===== src/rtl/mem_readout_streamer_pkg.sv =====
// rtl/mem_readout_streamer_pkg.sv - shared readout state encoding and word/byte width helpers
// Contents: readout_state_e (FSM encoding), word_width() = (digits+1)*radix_bits*burst,
//           num_bytes() = bytes needed to carry one RAM word.
package mem_readout_streamer_pkg;

    typedef enum logic [2:0] {
        ST_IDLE = 3'd0,
        ST_WAIT = 3'd1,
        ST_LOAD = 3'd2,
        ST_SEND = 3'd3,
        ST_DONE = 3'd4
    } readout_state_e;

    function automatic int word_width(input int digits, input int rbits, input int burst);
        return (digits + 1) * rbits * burst;
    endfunction

    function automatic int num_bytes(input int w);
        return (w + 7) / 8;
    endfunction

endpackage


===== src/rtl/mem_readout_streamer_serializer.sv =====
// rtl/mem_readout_streamer_serializer.sv - splits one RAM word into bytes, LSB byte first, valid/ready handshake
// Ports: clk, reset (async active-low), clear (sync cancel, wins over load and transfer),
//        load/load_data (capture a word), ready (downstream accept),
//        out_byte/out_valid (current byte), last_xfer (final byte of the word accepted this cycle).
module readout_byte_serializer #(
    parameter int W  = 33,
    parameter int NB = 5
) (
    input  logic         clk,
    input  logic         reset,
    input  logic         clear,
    input  logic         load,
    input  logic [W-1:0] load_data,
    input  logic         ready,
    output logic [7:0]   out_byte,
    output logic         out_valid,
    output logic         last_xfer
);

    localparam int SW = NB * 8;
    localparam int CW = (NB > 1) ? $clog2(NB) : 1;

    logic [SW-1:0] shift;
    logic [CW-1:0] byte_cnt;
    logic          xfer;

    assign xfer      = out_valid && ready && !clear;
    assign last_xfer = xfer && (byte_cnt == CW'(NB - 1));
    assign out_byte  = shift[7:0];

    always_ff @(posedge clk or negedge reset) begin
        if (!reset) begin
            shift     <= '0;
            byte_cnt  <= '0;
            out_valid <= 1'b0;
        end else if (clear) begin
            shift     <= '0;
            byte_cnt  <= '0;
            out_valid <= 1'b0;
        end else if (load) begin
            // zero-extension gives the final byte clean upper bits when W is not a multiple of 8
            shift     <= SW'(load_data);
            byte_cnt  <= '0;
            out_valid <= 1'b1;
        end else if (xfer) begin
            shift <= shift >> 8;
            if (last_xfer) begin
                byte_cnt  <= '0;
                out_valid <= 1'b0;
            end else begin
                byte_cnt <= byte_cnt + CW'(1);
            end
        end
    end

endmodule


===== src/rtl/mem_readout_streamer.sv =====
// rtl/mem_readout_streamer.sv - walks the capture RAM from address 0 and streams every word out as bytes
// Ports: clk, reset (async active-low), start (begin readout pulse), abort (sync cancel),
//        ram_addr/ram_q (RAM read port, 1-cycle latency), out_byte/out_valid/out_ready (byte stream),
//        busy (not idle), done (one-cycle pulse after the last byte is accepted).
module mem_readout_streamer
    import mem_readout_streamer_pkg::*;
#(
    parameter int no_of_digits    = 10,
    parameter int radix_bits      = 3,
    parameter int address_width   = 14,
    parameter int max_ram_address = 4096,
    parameter int burst_index     = 1,
    localparam int W  = word_width(no_of_digits, radix_bits, burst_index),
    localparam int NB = num_bytes(W)
) (
    input  logic                     clk,
    input  logic                     reset,
    input  logic                     start,
    input  logic                     abort,
    output logic [address_width-1:0] ram_addr,
    input  logic [W-1:0]             ram_q,
    output logic [7:0]               out_byte,
    output logic                     out_valid,
    input  logic                     out_ready,
    output logic                     busy,
    output logic                     done
);

    localparam logic [address_width-1:0] LAST_ADDR = address_width'(max_ram_address - 1);

    readout_state_e state, state_nx;
    logic           load;
    logic           addr_clr;
    logic           addr_inc;
    logic           last_xfer;

    always_ff @(posedge clk or negedge reset) begin
        if (!reset) begin
            state <= ST_IDLE;
        end else begin
            state <= state_nx;
        end
    end

    always_ff @(posedge clk or negedge reset) begin
        if (!reset) begin
            ram_addr <= '0;
        end else if (addr_clr) begin
            ram_addr <= '0;
        end else if (addr_inc) begin
            ram_addr <= ram_addr + address_width'(1);
        end
    end

    always_comb begin
        state_nx = state;
        load     = 1'b0;
        addr_clr = 1'b0;
        addr_inc = 1'b0;
        if (abort) begin
            state_nx = ST_IDLE;
            addr_clr = 1'b1;
        end else begin
            case (state)
                ST_IDLE: begin
                    if (start) begin
                        state_nx = ST_WAIT;
                        addr_clr = 1'b1;
                    end
                end
                // address was presented on entry; RAM data lands at the end of this cycle
                ST_WAIT: state_nx = ST_LOAD;
                ST_LOAD: begin
                    load     = 1'b1;
                    state_nx = ST_SEND;
                end
                ST_SEND: begin
                    if (last_xfer) begin
                        if (ram_addr == LAST_ADDR) begin
                            state_nx = ST_DONE;
                        end else begin
                            addr_inc = 1'b1;
                            state_nx = ST_WAIT;
                        end
                    end
                end
                ST_DONE: begin
                    addr_clr = 1'b1;
                    state_nx = ST_IDLE;
                end
                default: state_nx = ST_IDLE;
            endcase
        end
    end

    assign busy = (state != ST_IDLE);
    assign done = (state == ST_DONE);

    readout_byte_serializer #(
        .W  (W),
        .NB (NB)
    ) u_serializer (
        .clk       (clk),
        .reset     (reset),
        .clear     (abort),
        .load      (load),
        .load_data (ram_q),
        .ready     (out_ready),
        .out_byte  (out_byte),
        .out_valid (out_valid),
        .last_xfer (last_xfer)
    );

endmodule


===== config.mk =====
export PLATFORM = sky130hd
export DESIGN_NAME = mem_readout_streamer
export DESIGN_NICKNAME = d
export VERILOG_FILES = /design/src/rtl/mem_readout_streamer_pkg.sv /design/src/rtl/mem_readout_streamer_serializer.sv /design/src/rtl/mem_readout_streamer.sv
export SDC_FILE = /design/constraint.sdc
export NUM_CORES = 1
export LEC_CHECK = 0
export BUFFER_PORTS_ARGS = -buffer_cell sky130_fd_sc_hd__buf_2
export CORE_MARGIN = 10
export CORE_UTILIZATION = 40
export CTS_CLUSTER_DIAMETER = 120
export DETAILED_ROUTE_END_ITERATION = 7
export PLACE_DENSITY_LB_ADDON = 0.1
export SLEW_MARGIN = 20
export SYNTH_ARGS = -nofsm -noshare
export SYNTH_HDL_FRONTEND = slang
export SYNTH_SLANG_ARGS = --single-unit

===== constraint.sdc =====
create_clock -name clk -period 1.7 [get_ports clk]
set_input_delay 0.085 -clock clk [delete_from_list [all_inputs] [get_ports clk]]
set_output_delay 0.085 -clock clk [all_outputs]
set_load 0.05 [all_outputs]

; ---- Word level (Yosys, flattened, before mapping)
; Index checks and enable logic that the tools add are counted.
[word_totals]
word_cells = 53
regBits = 61
mem_bits_ro = 0
mem_bits_rw = 0
latchBits = 0
out_inout_bits = 25
in_bits = 38
memories = 0
[classes]
shift = 0
muxes = 27
reduce_logical = 11
order_cmp = 0
bitwise = 0
mul = 0
div_mod_pow = 0
eq_ne = 8
n_addsub = 2
[op_table]
columns = op, n
row1 = $mux W40, 3
row2 = $mux W14, 2
row3 = $mux W3, 8
row4 = $add A14 B1 Y14 const B, 1
row5 = $eq A14 B12 Y1 const B, 1
row6 = $mux W1, 12
row7 = $pmux W3 S4, 1
row8 = $reduce_bool A3 Y1, 3
row9 = $eq A3 B2 Y1 const B, 2
row10 = $eq A3 B3 Y1 const B, 2
row11 = $ne A3 B3 Y1 const B, 2
row12 = $reduce_and A2 Y1, 2
row13 = $add A3 B1 Y3 const B, 1
row14 = $eq A3 B1 Y1 const B, 1
row15 = $logic_and A1 B1 Y1, 3
row16 = $logic_not A3 Y1, 1
row17 = $pmux W1 S2, 1
row18 = $reduce_bool A2 Y1, 1
row19 = $logic_not A1 Y1, 1

; ---- Logic depth before layout (Yosys ltp)
[logic_depth]
depth_word = 8
depth_mapped = 7
mapped_depth_nobuf = 6

; ---- Hierarchy
; From an unflattened synthesis, not the netlist that was laid out.
[hier_totals]
cells_unflattened = 264
hier_area_um2 = 2776.4
[by_module_without_submodules]
columns = mod, instances, area_per_inst_um2, cells_per_inst, seq_area_each_um2
row1 = readout_byte_serializer, 1, 1811.7, 162, 925.9
row2 = mem_readout_streamer, 1, 964.7, 102, 425.4

; ---- Worst setup path after synthesis
; OpenSTA, ideal clock, no wires.
[synth_path]
path_type = register to register
startpoint = register ram_addr[0]
endpoint = register ram_addr[3]
required_ns = 1.570
arrival_time_ns = 1.868
path_stages_with_launch = 6
setup_time_ns = 0.130
slack_ns = -0.298
synth_period_minus_slack_ns = 1.998
path_buffers = 0
path_cell_list = dfrtp_1 > ha_1 > nand3_1 > or4_4 > a31oi_1 > a211oi_2
[synth_via]
elab_chain_cells = 6
word_cells_on_any_way = 9
cone_classes = add/sub (1) / eq/ne (1) / mux (6) / reduce/logical (1)
[synth_rtl]
columns = item, line_no
row1 = start: declaration, mem_readout_streamer.sv:20  ; output logic [address_width-1:0] ram_addr,
row2 = start signal: assignment, mem_readout_streamer.sv:51  ; ram_addr <= ram_addr + address_width'(1);
row3 = "parallel branches: the longest is 6 deep, another holds $add A14 B1 Y14", --
; Several ways; the timed one is not identified. The select of a mux whose other input is x is not followed.
; A chain may end at the register's enable or synchronous reset.

; ---- Worst setup path in the final report
[layout_path]
startpoint = register u_serializer.byte_cnt[0]
endpoint = register ram_addr[9]
[layout_via]
elab_chain_cells = 6
[layout_rtl]
columns = item, line_no
row1 = start: declaration, mem_readout_streamer_serializer.sv:24  ; logic [CW-1:0] byte_cnt;
row2 = start signal: assignment, mem_readout_streamer_serializer.sv:51  ; byte_cnt <= byte_cnt + CW'(1);
row3 = $eq A3 B3 Y1, mem_readout_streamer_serializer.sv:28  ; assign last_xfer = xfer && (byte_cnt == CW'(NB - 1));
row4 = $logic_and A1 B1 Y1, mem_readout_streamer_serializer.sv:28
row5 = $mux W1, mem_readout_streamer.sv:78  ; if (last_xfer) begin
row6 = $mux W1, mem_readout_streamer.sv:64  ; case (state)
row7 = $mux W1, mem_readout_streamer.sv:60  ; if (abort) begin
row8 = $reduce_bool A2 Y1 (no line), --
; Every way passes these cells.

==> results_dict.tcl <==
set metrics [dict create \
    outcome "complete, but fails checks" \
    violations "setup timing" \
    synth_top_area_cell "dfrtp_1" \
    hold_path.class "in2reg" \
    irDropWorstVdd_v 0.000419 \
    cp_cell_sequence "inv_2 -> ha_1 -> and4_4 -> nand4_4 -> or4_4 -> a21oi_2" \
    cp-startpoint "u_serializer.byte_cnt[0]" \
    crit_required_ps 1940 \
    ys_ff_latch 54 \
    hold_ws_ps 8.29 \
    drv_cap 0 \
    ys_seq_area_share_pct 49.0 \
    root_buffer "clkbuf_8" \
    die_w_um 103 \
    dr.first_iter.drc_count 84 \
    overflow 0 \
    post-place-ws_ps -102 \
    synth_top_area_share_pct 49.0 \
    yosysWarnings 0 \
    finalSetupViolCount 1 \
    first_pass_iters 4 \
    yosysUniqueCellTypes 46 \
    synthSimpleGateAreaFrac_pct 19.5 \
    power.switching_uw 925 \
    ant_nets 0 \
    r2r-start "u_serializer.byte_cnt[0]" \
    cts.clk_slew.worst_paths_ps 100 \
    async_flop_share_pct 100 \
    drc 0 \
    arrival_ps 1960 \
    diodes 0 \
    grt_pass1_wl_um 12300 \
    n_fill_cell 638 \
    antenna_found_initial 0 \
    gp_congestion 0.799 \
    wl_per_cell_um 16.5 \
    max_slew_margin_pct 57.9 \
    ys.flop_type "dfrtp_1" \
    grt_pass1_vias 2478 \
    synthTopCellsByArea "dfrtp_1 (49%), a2bb2oi_1 (7.9%), nand2_1 (5.0%)" \
    crit_fanout 7 \
    rsz0062_at_grt "true" \
    crit_slowest_cell "or4_4" \
    end_kind "register" \
    grt_usage_pct 14.3 \
    seqPwrFrac_pct 49.7 \
    fin_crit_sh_pct 101 \
    worst_pin_slew_ps 632 \
    h-tree-depth 2 \
    clockPowerShare_pct 26.2 \
    hold_violations 0 \
    grt_max_degree 37 \
    power_density_nw_per_um2 787 \
    cpPeakStageDelay_ps 510 \
    core_um2 6760 \
    final_max_slew_viol_count 0 \
    hpwlAfterDp_um 5230 \
    initial_core_util_pct 40.8 \
    synth_compound_area_share_pct 22.8 \
    cts_buffers 5 \
    rows 30 \
    hp-start "ram_q[3]" \
    io-pin-count 63 \
    swShare_pct 31.1 \
    clkLatencyLatePin_ps 310 \
    drive_above_1_share_pct 38.6 \
    path_delay_family "simple AND/OR/NAND/NOR gates" \
    internal-power_uw 2050 \
    period_needed_ps 1720 \
    cp-start-kind "register" \
    die_height_um 103 \
    ctsLongestPathBuffers 2 \
    max_freq_ghz 0.583 \
    synthMuxAreaShare_pct 1.09 \
    syn_area_um2 2760 \
    finalNetCount 413 \
    dieArea_um2 10600 \
    area_growth_pct 37.3 \
    synth_fa_ha_area_share_pct 1.36 \
    combPwrFrac_pct 24.1 \
    synth_top_family_by_area "compound AO/OA/AOI/OAI gates" \
    via_count 2433 \
    synth_xor_xnor_area_share_pct 0.636 \
    avgSynthCellArea_um2 10.2 \
    crit_type "reg2reg" \
    numPortBuffers 62 \
    cts_tree "done" \
    timing.final.ws_setup_ps -16.2 \
    synth_edf_count 0 \
    cts.sinks 54 \
    synth_nets 311 \
    p_leak_uw 0.00170 \
    final_cell_mix "buf_2 (62), dfrtp_1 (39), nand2_1 (37)" \
    netlist_instances 270 \
    skew_ps 4.92 \
    drt-total-wl_um 7470 \
    crit_buf_inv 1 \
    mostFrequentLayoutCell "buf_2" \
    vias_per_cell 5.37 \
]
==> layer usage <==
layer / wire (um) / share of wire (%) / up-vias / GRT usage, %
li1: - / - / 1212 / -
met1: 3530 / 47 / 1152 / 19.8
met2: 3370 / 45 / 62 / 21.7
met3: 492 / 6.6 / 7 / 3.62
met4: 80 / 1.1 / 0 / 3.53
met5: 0 / 0 / - / 0
==> flip-flops by register name (all words and copies together) (netlist names) <==
name	flops
u_serializer.out_valid	1
u_serializer.shift	33
state	3
u_serializer.byte_cnt	3
ram_addr	14
==> cells by family (layout without fill, tap and decap cells) <==
family                     Yosys count  in the layout
adders and majority gates            3              3
buffers and inverters               28            131
and+or+nand+nor                     90             90
DFF                                 54             54
muxes                                3              3
xor gates and xnor gates             2              2
AOI/OAI and AO/OA                   90             90
==> worst paths after layout <==
kind	end	slack, ps	depth (start not counted)
worst min register to register	u_serializer.shift[32]	510	1
worst max register to register	ram_addr[9]	-20	6
worst min-delay path	u_serializer.shift[3]	8	3
min in group asynchronous	ram_addr[4]	260	2
worst max-delay path	ram_addr[9]	-20	6
max in group asynchronous	u_serializer.out_valid	870	3
==> metrics by stage <==
stage	total power [uW]	util, %	instance area [um^2]	setup TNS [ps]	cells
CTS	3000	54.6	3690	-18.9	450
floorplan	1970	-	2800	-144	270
global placement	2160	49.6	3350	-82.4	419
detailed placement	2170	49.6	3350	-478	419
finish	2980	56.0	3780	-16.2	453
global route	3120	56.0	3780	-601	453
==> tightest hold or removal path: stages <==
cell	delay (ps)
buf_2	100
nand2_1	40
a2bb2oi_1	60
==> layout make-up <==
| class | instances | area, um^2 | area share (%) |
|---|---|---|---|
| clock buffers | 6 | 82.6 | 2.18 |
| clock inverters | 2 | 16.3 | 0.430 |
| inverters | 6 | 22.5 | 0.595 |
| multi-input cells | 188 | 1340 | 35.4 |
| flip-flops and latches | 54 | 1370 | 36.2 |
| well taps | 80 | 100 | 2.65 |
| repair buffers | 117 | 851 | 22.5 |
==> power by group through the flow <==
stage / clock network [uW] / logic (uW) / registers (uW)
6_report: 779 / 717 / 1480
4_1_cts: 807 / 711 / 1480
3_3_place_gp: 0 / 662 / 1500
3_5_place_dp: 0 / 668 / 1500
2_1_floorplan: 0 / 481 / 1490
5_1_grt: 839 / 782 / 1500
==> Yosys cell counts, types with 2 or more instances <==
cell type and number:
mux2i_1 3, nand3_1 7, nor3_1 8, a21oi_1 10, dfrtp_1 54, buf_2 5, nand2b_1 3, nand2_1 37
o31ai_1 8, buf_4 9, clkbuf_1 7, a31oi_1 2, inv_1 6, o211ai_1 2, or4_1 5, and3_1 3
nand4_1 2, and4_1 4, or2_2 2, a22o_1 8, nor2_1 4, and2_1 3, o21ai_0 27, a2bb2oi_1 25
ha_1 3, or3_1 3
==> what timing repair did <==
action	CTS	global route
hold buffers	23	0
endpoints found under the hold margin	40	0
setup endpoints to repair	9	13
gates resized for setup	3	16
pin swaps	2	5
buffers inserted	0	3
Power figures use the tool's default switching activity.
